<file path="src/rtl/muldiv_issue_ctrl.sv">
// muldiv_issue_ctrl: EX-stage requester for the M-extension multiplier and divider.
// Resolves RISC-V divide special cases locally. A one-entry cache returns the
// div/rem companion result. All other ops go to the multiplier or the divider.
//
// Ports:
//   clk, rst            clock, asynchronous active-high reset
//   m_valid, funct3     valid M-type op in EX and its op select
//   a, b                rs1 / rs2 operand values
//   flush               kill the op currently in EX
//   ex_hold             downstream stalled; hold the completed result
//   stall               freeze IF/ID/EX while an op is in progress
//   done, result        result valid strobe and 32-bit result
//   mul_enable          multiplier request, held high until mul_resp
//   mul_a, mul_b        operands for the multiplier
//   mul_funct3          op select for the multiplier
//   mul_resp, mul_f     multiplier completion pulse and result
//   div_enable          divider start, one-cycle pulse
//   div_a, div_b        operands for the divider
//   div_funct3          op select seen by the divider
//   div_resp, div_f     divider completion pulse and result
module muldiv_issue_ctrl #(
    parameter int XLEN = 32
) (
    input  logic            clk,
    input  logic            rst,
    input  logic            m_valid,
    input  logic [2:0]      funct3,
    input  logic [XLEN-1:0] a,
    input  logic [XLEN-1:0] b,
    input  logic            flush,
    input  logic            ex_hold,
    output logic            stall,
    output logic            done,
    output logic [XLEN-1:0] result,
    output logic            mul_enable,
    output logic [XLEN-1:0] mul_a,
    output logic [XLEN-1:0] mul_b,
    output logic [2:0]      mul_funct3,
    input  logic            mul_resp,
    input  logic [XLEN-1:0] mul_f,
    output logic            div_enable,
    output logic [XLEN-1:0] div_a,
    output logic [XLEN-1:0] div_b,
    output logic [2:0]      div_funct3,
    input  logic            div_resp,
    input  logic [XLEN-1:0] div_f
);

    localparam logic [2:0] S_IDLE     = 3'd0;
    localparam logic [2:0] S_MUL_WAIT = 3'd1;
    localparam logic [2:0] S_DIV_WAIT = 3'd2;
    localparam logic [2:0] S_DIV_PAIR = 3'd3;
    localparam logic [2:0] S_DONE     = 3'd4;
    localparam logic [2:0] S_DRAIN    = 3'd5;

    localparam logic [XLEN-1:0] INT_MIN = {1'b1, {(XLEN-1){1'b0}}};
    localparam logic [XLEN-1:0] ALL_ONE = {XLEN{1'b1}};

    logic [2:0]      state_q, state_d;
    logic [XLEN-1:0] op_a_q, op_a_d;
    logic [XLEN-1:0] op_b_q, op_b_d;
    logic [2:0]      op_f3_q, op_f3_d;
    logic [XLEN-1:0] result_q, result_d;
    logic            mul_en_q, mul_en_d;
    logic            div_en_q, div_en_d;

    logic            cache_valid_q, cache_valid_d;
    logic [XLEN-1:0] cache_a_q, cache_a_d;
    logic [XLEN-1:0] cache_b_q, cache_b_d;
    logic            cache_signed_q, cache_signed_d;
    logic [XLEN-1:0] cache_quot_q, cache_quot_d;
    logic [XLEN-1:0] cache_rem_q, cache_rem_d;

    logic is_mul;
    logic is_signed;
    logic is_rem;
    logic b_zero;
    logic ovf;
    logic hit;
    logic drain_resp;

    // funct3[2]=0 selects the multiplier group; for div ops funct3[0]=1
    // means unsigned and funct3[1]=1 means remainder.
    assign is_mul    = ~funct3[2];
    assign is_signed = ~funct3[0];
    assign is_rem    = funct3[1];
    assign b_zero    = (b == '0);
    assign ovf       = is_signed && (a == INT_MIN) && (b == ALL_ONE);
    assign hit       = cache_valid_q && (a == cache_a_q) && (b == cache_b_q)
                    && (cache_signed_q == is_signed);

    // While draining, the op register still says which unit owes a response.
    assign drain_resp = op_f3_q[2] ? div_resp : mul_resp;

    always_comb begin
        state_d        = state_q;
        op_a_d         = op_a_q;
        op_b_d         = op_b_q;
        op_f3_d        = op_f3_q;
        result_d       = result_q;
        mul_en_d       = mul_en_q && !mul_resp;
        div_en_d       = 1'b0;
        cache_valid_d  = cache_valid_q;
        cache_a_d      = cache_a_q;
        cache_b_d      = cache_b_q;
        cache_signed_d = cache_signed_q;
        cache_quot_d   = cache_quot_q;
        cache_rem_d    = cache_rem_q;

        case (state_q)
            S_IDLE: begin
                if (m_valid && !flush) begin
                    if (is_mul) begin
                        op_a_d   = a;
                        op_b_d   = b;
                        op_f3_d  = funct3;
                        mul_en_d = 1'b1;
                        state_d  = S_MUL_WAIT;
                    end else if (b_zero) begin
                        result_d = is_rem ? a : ALL_ONE;
                        state_d  = S_DONE;
                    end else if (ovf) begin
                        result_d = is_rem ? '0 : INT_MIN;
                        state_d  = S_DONE;
                    end else if (hit) begin
                        result_d = is_rem ? cache_rem_q : cache_quot_q;
                        state_d  = S_DONE;
                    end else begin
                        op_a_d   = a;
                        op_b_d   = b;
                        op_f3_d  = funct3;
                        div_en_d = 1'b1;
                        state_d  = S_DIV_WAIT;
                    end
                end
            end

            S_MUL_WAIT: begin
                if (mul_resp) begin
                    if (flush) begin
                        state_d = S_IDLE;
                    end else begin
                        result_d = mul_f;
                        state_d  = S_DONE;
                    end
                end else if (flush) begin
                    state_d = S_DRAIN;
                end
            end

            S_DIV_WAIT: begin
                if (div_resp) begin
                    if (flush) begin
                        state_d = S_IDLE;
                    end else begin
                        result_d = div_f;
                        state_d  = S_DIV_PAIR;
                    end
                end else if (flush) begin
                    state_d = S_DRAIN;
                end
            end

            // result_q holds the primary result; div_f now shows the
            // companion because div_funct3 has its rem/div bit flipped.
            S_DIV_PAIR: begin
                cache_valid_d  = 1'b1;
                cache_a_d      = op_a_q;
                cache_b_d      = op_b_q;
                cache_signed_d = ~op_f3_q[0];
                cache_quot_d   = op_f3_q[1] ? div_f : result_q;
                cache_rem_d    = op_f3_q[1] ? result_q : div_f;
                state_d        = flush ? S_IDLE : S_DONE;
            end

            S_DONE: begin
                if (flush || !ex_hold) begin
                    state_d = S_IDLE;
                end
            end

            S_DRAIN: begin
                if (drain_resp) begin
                    state_d = S_IDLE;
                end
            end

            default: begin
                state_d = S_IDLE;
            end
        endcase
    end

    always_ff @(posedge clk or posedge rst) begin
        if (rst) begin
            state_q        <= S_IDLE;
            op_a_q         <= '0;
            op_b_q         <= '0;
            op_f3_q        <= '0;
            result_q       <= '0;
            mul_en_q       <= 1'b0;
            div_en_q       <= 1'b0;
            cache_valid_q  <= 1'b0;
            cache_a_q      <= '0;
            cache_b_q      <= '0;
            cache_signed_q <= 1'b0;
            cache_quot_q   <= '0;
            cache_rem_q    <= '0;
        end else begin
            state_q        <= state_d;
            op_a_q         <= op_a_d;
            op_b_q         <= op_b_d;
            op_f3_q        <= op_f3_d;
            result_q       <= result_d;
            mul_en_q       <= mul_en_d;
            div_en_q       <= div_en_d;
            cache_valid_q  <= cache_valid_d;
            cache_a_q      <= cache_a_d;
            cache_b_q      <= cache_b_d;
            cache_signed_q <= cache_signed_d;
            cache_quot_q   <= cache_quot_d;
            cache_rem_q    <= cache_rem_d;
        end
    end

    // Reset forces stall low even while EX still presents a valid op.
    assign stall      = m_valid && (state_q != S_DONE) && !rst;
    assign done       = (state_q == S_DONE) && !flush;
    assign result     = result_q;
    assign mul_enable = mul_en_q;
    assign mul_a      = op_a_q;
    assign mul_b      = op_b_q;
    assign mul_funct3 = op_f3_q;
    assign div_enable = div_en_q;
    assign div_a      = op_a_q;
    assign div_b      = op_b_q;
    assign div_funct3 = (state_q == S_DIV_PAIR) ? (op_f3_q ^ 3'b010) : op_f3_q;

endmodule
</file>
<file path="config.mk">
export PLATFORM = sky130hd
export DESIGN_NAME = muldiv_issue_ctrl
export DESIGN_NICKNAME = d
export VERILOG_FILES = /design/src/rtl/muldiv_issue_ctrl.sv
export SDC_FILE = /design/constraint.sdc
export NUM_CORES = 1
export LEC_CHECK = 0
export ABC_CLOCK_PERIOD_IN_PS = 8150
export BUFFER_PORTS_ARGS = -buffer_cell sky130_fd_sc_hd__buf_2
export CORE_UTILIZATION = 54
export CTS_CLUSTER_SIZE = 40
export DETAILED_ROUTE_END_ITERATION = 7
export PLACE_DENSITY = 0.78
export SLEW_MARGIN = 25
export SYNTH_ARGS = -nofsm -noshare
export SYNTH_HDL_FRONTEND = slang
export SYNTH_SLANG_ARGS = --single-unit
</file>
<file path="constraint.sdc">
create_clock -name clk -period 8.15 [get_ports clk]
set_input_delay 0.4075 -clock clk [delete_from_list [all_inputs] [get_ports clk]]
set_output_delay 0.4075 -clock clk [all_outputs]
set_load 0.05 [all_outputs]
</file>
==> summary.md <==
* 505.4 nW/um^2 — power per unit of standard cell area
* 0 — Syn. warnings
* 22640 um^2 — core footprint
* 16860 um — routed length on met2
* 0 — number of antenna-violating nets in the routed design
* 3 — maximum buffer depth of the clock tree
* 12440 um^2 — netlist area before placement
* 1469 — total number of nets in the final design
* 54.96% — effective utilization at floorplan
* 55 — site row count
* 21.52 um — WL/cell
* 9545 — via count
* 153.8 um — width of the chip
* dfrtp_1, mux2i_1, mux2_2, mux2_4, buf_4 — cell types with the largest area share after synthesis
* 0.01209 ns — Final Skew
* 0 — final hold violation count
* in2async — worst hold-check path type
* 5.838 — vias per cell
* 9260 — number of global-route vias before repair
* built — TritonCTS clock tree
* 25170 um — DP Wirelength
* 36.96% — proportion of layout cells with a drive suffix above 1
* 234 — number of storage elements in the synthesis netlist
* 0 — cts-stage hold buffer count
* 0 — post-route DRC violation count
* 33.45% — Relative slew margins
* 234 — number of clock sinks
* 0.0004052 V — worst-case vdd ir drop
* 1 — number of antenna violations at the first check in global routing
* nor2_2 — Critical Path Slowest Stage Cell
* 3.137 ns — final critical path time including I/O delays and setup
* 47.06% — fraction of synthesized cell area taken by the top area cell type
* no — setup repair after global routing missed its margin
* 1120 — Mapped Cells
* 38.50% — Final period util
* flip-flop — critical path capture point type
* dfrtp_1 — cell taking the most area after synthesis
* 0.9983 ns — Worst Max-Slew Pin Slew
* 153.8 um — Die Ht
* 47.06% — register area share after synthesis
* 16.85% — synthesis-to-layout area growth
* 0 ns — accumulated negative setup slack
* 32 — crit-path max FO
* 0 — Antenna diodes
* met5 — DR top layer
* 0.06 ns — clock transition at the registers of the reported paths
* 35180 um — Total Wirelength
* 0 — postcts setup bufs
* 11.11 um^2 — average cell area after synthesis
* 1258 — synthesized net count
* 1 — CTS H-tree lvls
* reg2reg — Crit Path Category
* 54170 um — global-route wire length before repair
* buf_4 — cell repeated most along the worst path
* 308 — Boundary Pins
* complete, no violations — status
* 0 — fin. max-slew vios
* 8.56 ns — worst endpoint required time
* 803 — violation count after the first detailed-route iteration
* dfrtp_1 — library cell with the highest instance count after synthesis
* 1799 — Layout fillers
* dfrtp_1, mux2i_1, o21ai_0, mux2_2, nand2_1 — synth cell count leaders
* 50 — number of distinct library cell variants in the gate-level netlist after synthesis
* 0 — total congestion overflow
* 26 — total CTS buffers
* 197 — maximum number of pins on one net before global-route repair
* 0.8573 — gpl congestion
* 15110 um — length of routed wiring on met1
* 0 — post-cts sizing count
* 0 — total of endpoints with negative setup slack in the final report
* 0 — max cap viols
* 0 — number of synthesized flops with an enable pin
* 0.3187 GHz — maximum clock rate
* 23650 um^2 — Total Die Area
* 7 — number of search-and-repair iterations in the first detailed-routing pass
* 3.55 ns — Arr. time, crit path
* flip-flop — kind of start point of the critical path
* dfrtp_1 — predominant post-synthesis flop cell
* 29.72% — total global-route track usage
* 0.53 ns — insertion delay to the later sink of the worst-skew pair
* 100.0% — proportion of synthesized flip-flops having asynchronous set or reset
* clkbuf_16 — library cell used as clock root buffer
* 7.000 nW — leak pwr
* nand2b_1 -> nor2_2 -> buf_4 -> o31a_2 -> buf_4 -> mux2_2 — cell-by-cell trace of the critical path
* 2267 um — met3 wire length
* 0.77 ns — CP peak stage delay
* 307 — # port buffers
* 7.349 mW — total power consumption of the routed design
sequential cells by signal, indices dropped and copies added (netlist names):
name,flops
div_enable,1
cache_signed_q,1
cache_b_q,32
cache_quot_q,32
div_b,32
state_q,3
mul_funct3,3
cache_valid_q,1
mul_enable,1
div_a,32
cache_a_q,32
cache_rem_q,32
result,32
critical path, delay by kind of cell, from the launching register on:
kind,cells,cell delay (ns)
and+or+nand+nor,2,1.03
AOI/OAI and AO/OA,1,0.18
buffers and inverters,2,0.88
DFF,1,0.48
muxes,1,0.40
cell families after synthesis:
| group | Yosys count | share of synthesized area (%) |
|---|---|---|
| xor gates and xnor gates | 46 | 3.238 |
| muxes | 258 | 23.28 |
| and+or+nand+nor | 193 | 8.155 |
| AOI/OAI and AO/OA | 200 | 10.16 |
| buffers and inverters | 189 | 8.115 |
| DFF | 234 | 47.06 |
where the power goes:
part	leakage [nW]	internal, mW	switching (mW)
clock	0.437	0.715	0.461
sequential	2.79	1.77	0.555
combinational	3.77	1.27	2.58
total	7.00	3.75	3.60
cell type report:
type | count | area [um^2] | area share (%)
Tap cell | 285 | 356.6 | 2.452
Timing Repair Buffer | 319 | 1642 | 11.29
Multi-Input combinational cell | 697 | 5603 | 38.53
Sequential cell | 234 | 5859 | 40.30
Clock buffer | 41 | 818.3 | 5.628
Inverter | 53 | 206.4 | 1.420
Clock inverter | 6 | 55.05 | 0.3786
placed cells by master (no fill, tap or decap), drive strengths merged, types with 4 or more instances in the layout:
master / synthesis / final
inv: 53 / 53
nor3: 4 / 4
nand2: 75 / 75
a21oi: 6 / 6
nand2b: 9 / 9
mux2i: 127 / 127
a22o: 33 / 33
buf: 85 / 319
clkinv: 0 / 5
o22ai: 7 / 7
xnor2: 41 / 41
nand3b: 21 / 21
nand4: 20 / 20
a31oi: 31 / 31
xor2: 5 / 5
dfrtp: 234 / 234
nor4: 21 / 21
nor2: 10 / 10
nand3: 13 / 13
clkbuf: 51 / 41
o21ai: 102 / 102
nor2b: 9 / 9
mux2: 131 / 131
per-stage QoR:
stage          std cells  hold slack [ns]  setup WS (ns)  util, %  instance area [um^2]
2_1_floorplan       1120           0.4275          1.306        -                 12440
3_3_place_gp        1588           0.4428          4.762    60.36                 13670
3_5_place_dp        1588           0.4550          4.773    60.36                 13670
4_1_cts             1635          0.09325          5.045    64.22                 14540
5_1_grt             1635           0.1214          4.883    64.22                 14540
6_report            1635          0.05170          5.013    64.22                 14540
per-layer routing:
metal | track usage, % | up-vias
met2 | 49.39 | 410
met5 | 0 | -
met1 | 40.69 | 4722
met3 | 4.369 | 60
met4 | 8.190 | 2
li1 | - | 4351
path summary, 6_finish.rpt:
path | end | from | cells after the start | slack [ns]
hold reg to reg | cache_valid_q | cache_valid_q | 1 | 0.47
setup reg to reg | result[31] | state_q[0] | 6 | 5.01
setup / recovery | result[31] | state_q[0] | 6 | 5.01
min in group clk | div_a[14] | a[14] | 2 | 0.14
hold / removal | div_a[31] | rst | 2 | 0.05
max in group asynchronous | cache_a_q[13] | rst | 4 | 6.05
Note: power is estimated with default switching activity, not from simulation.
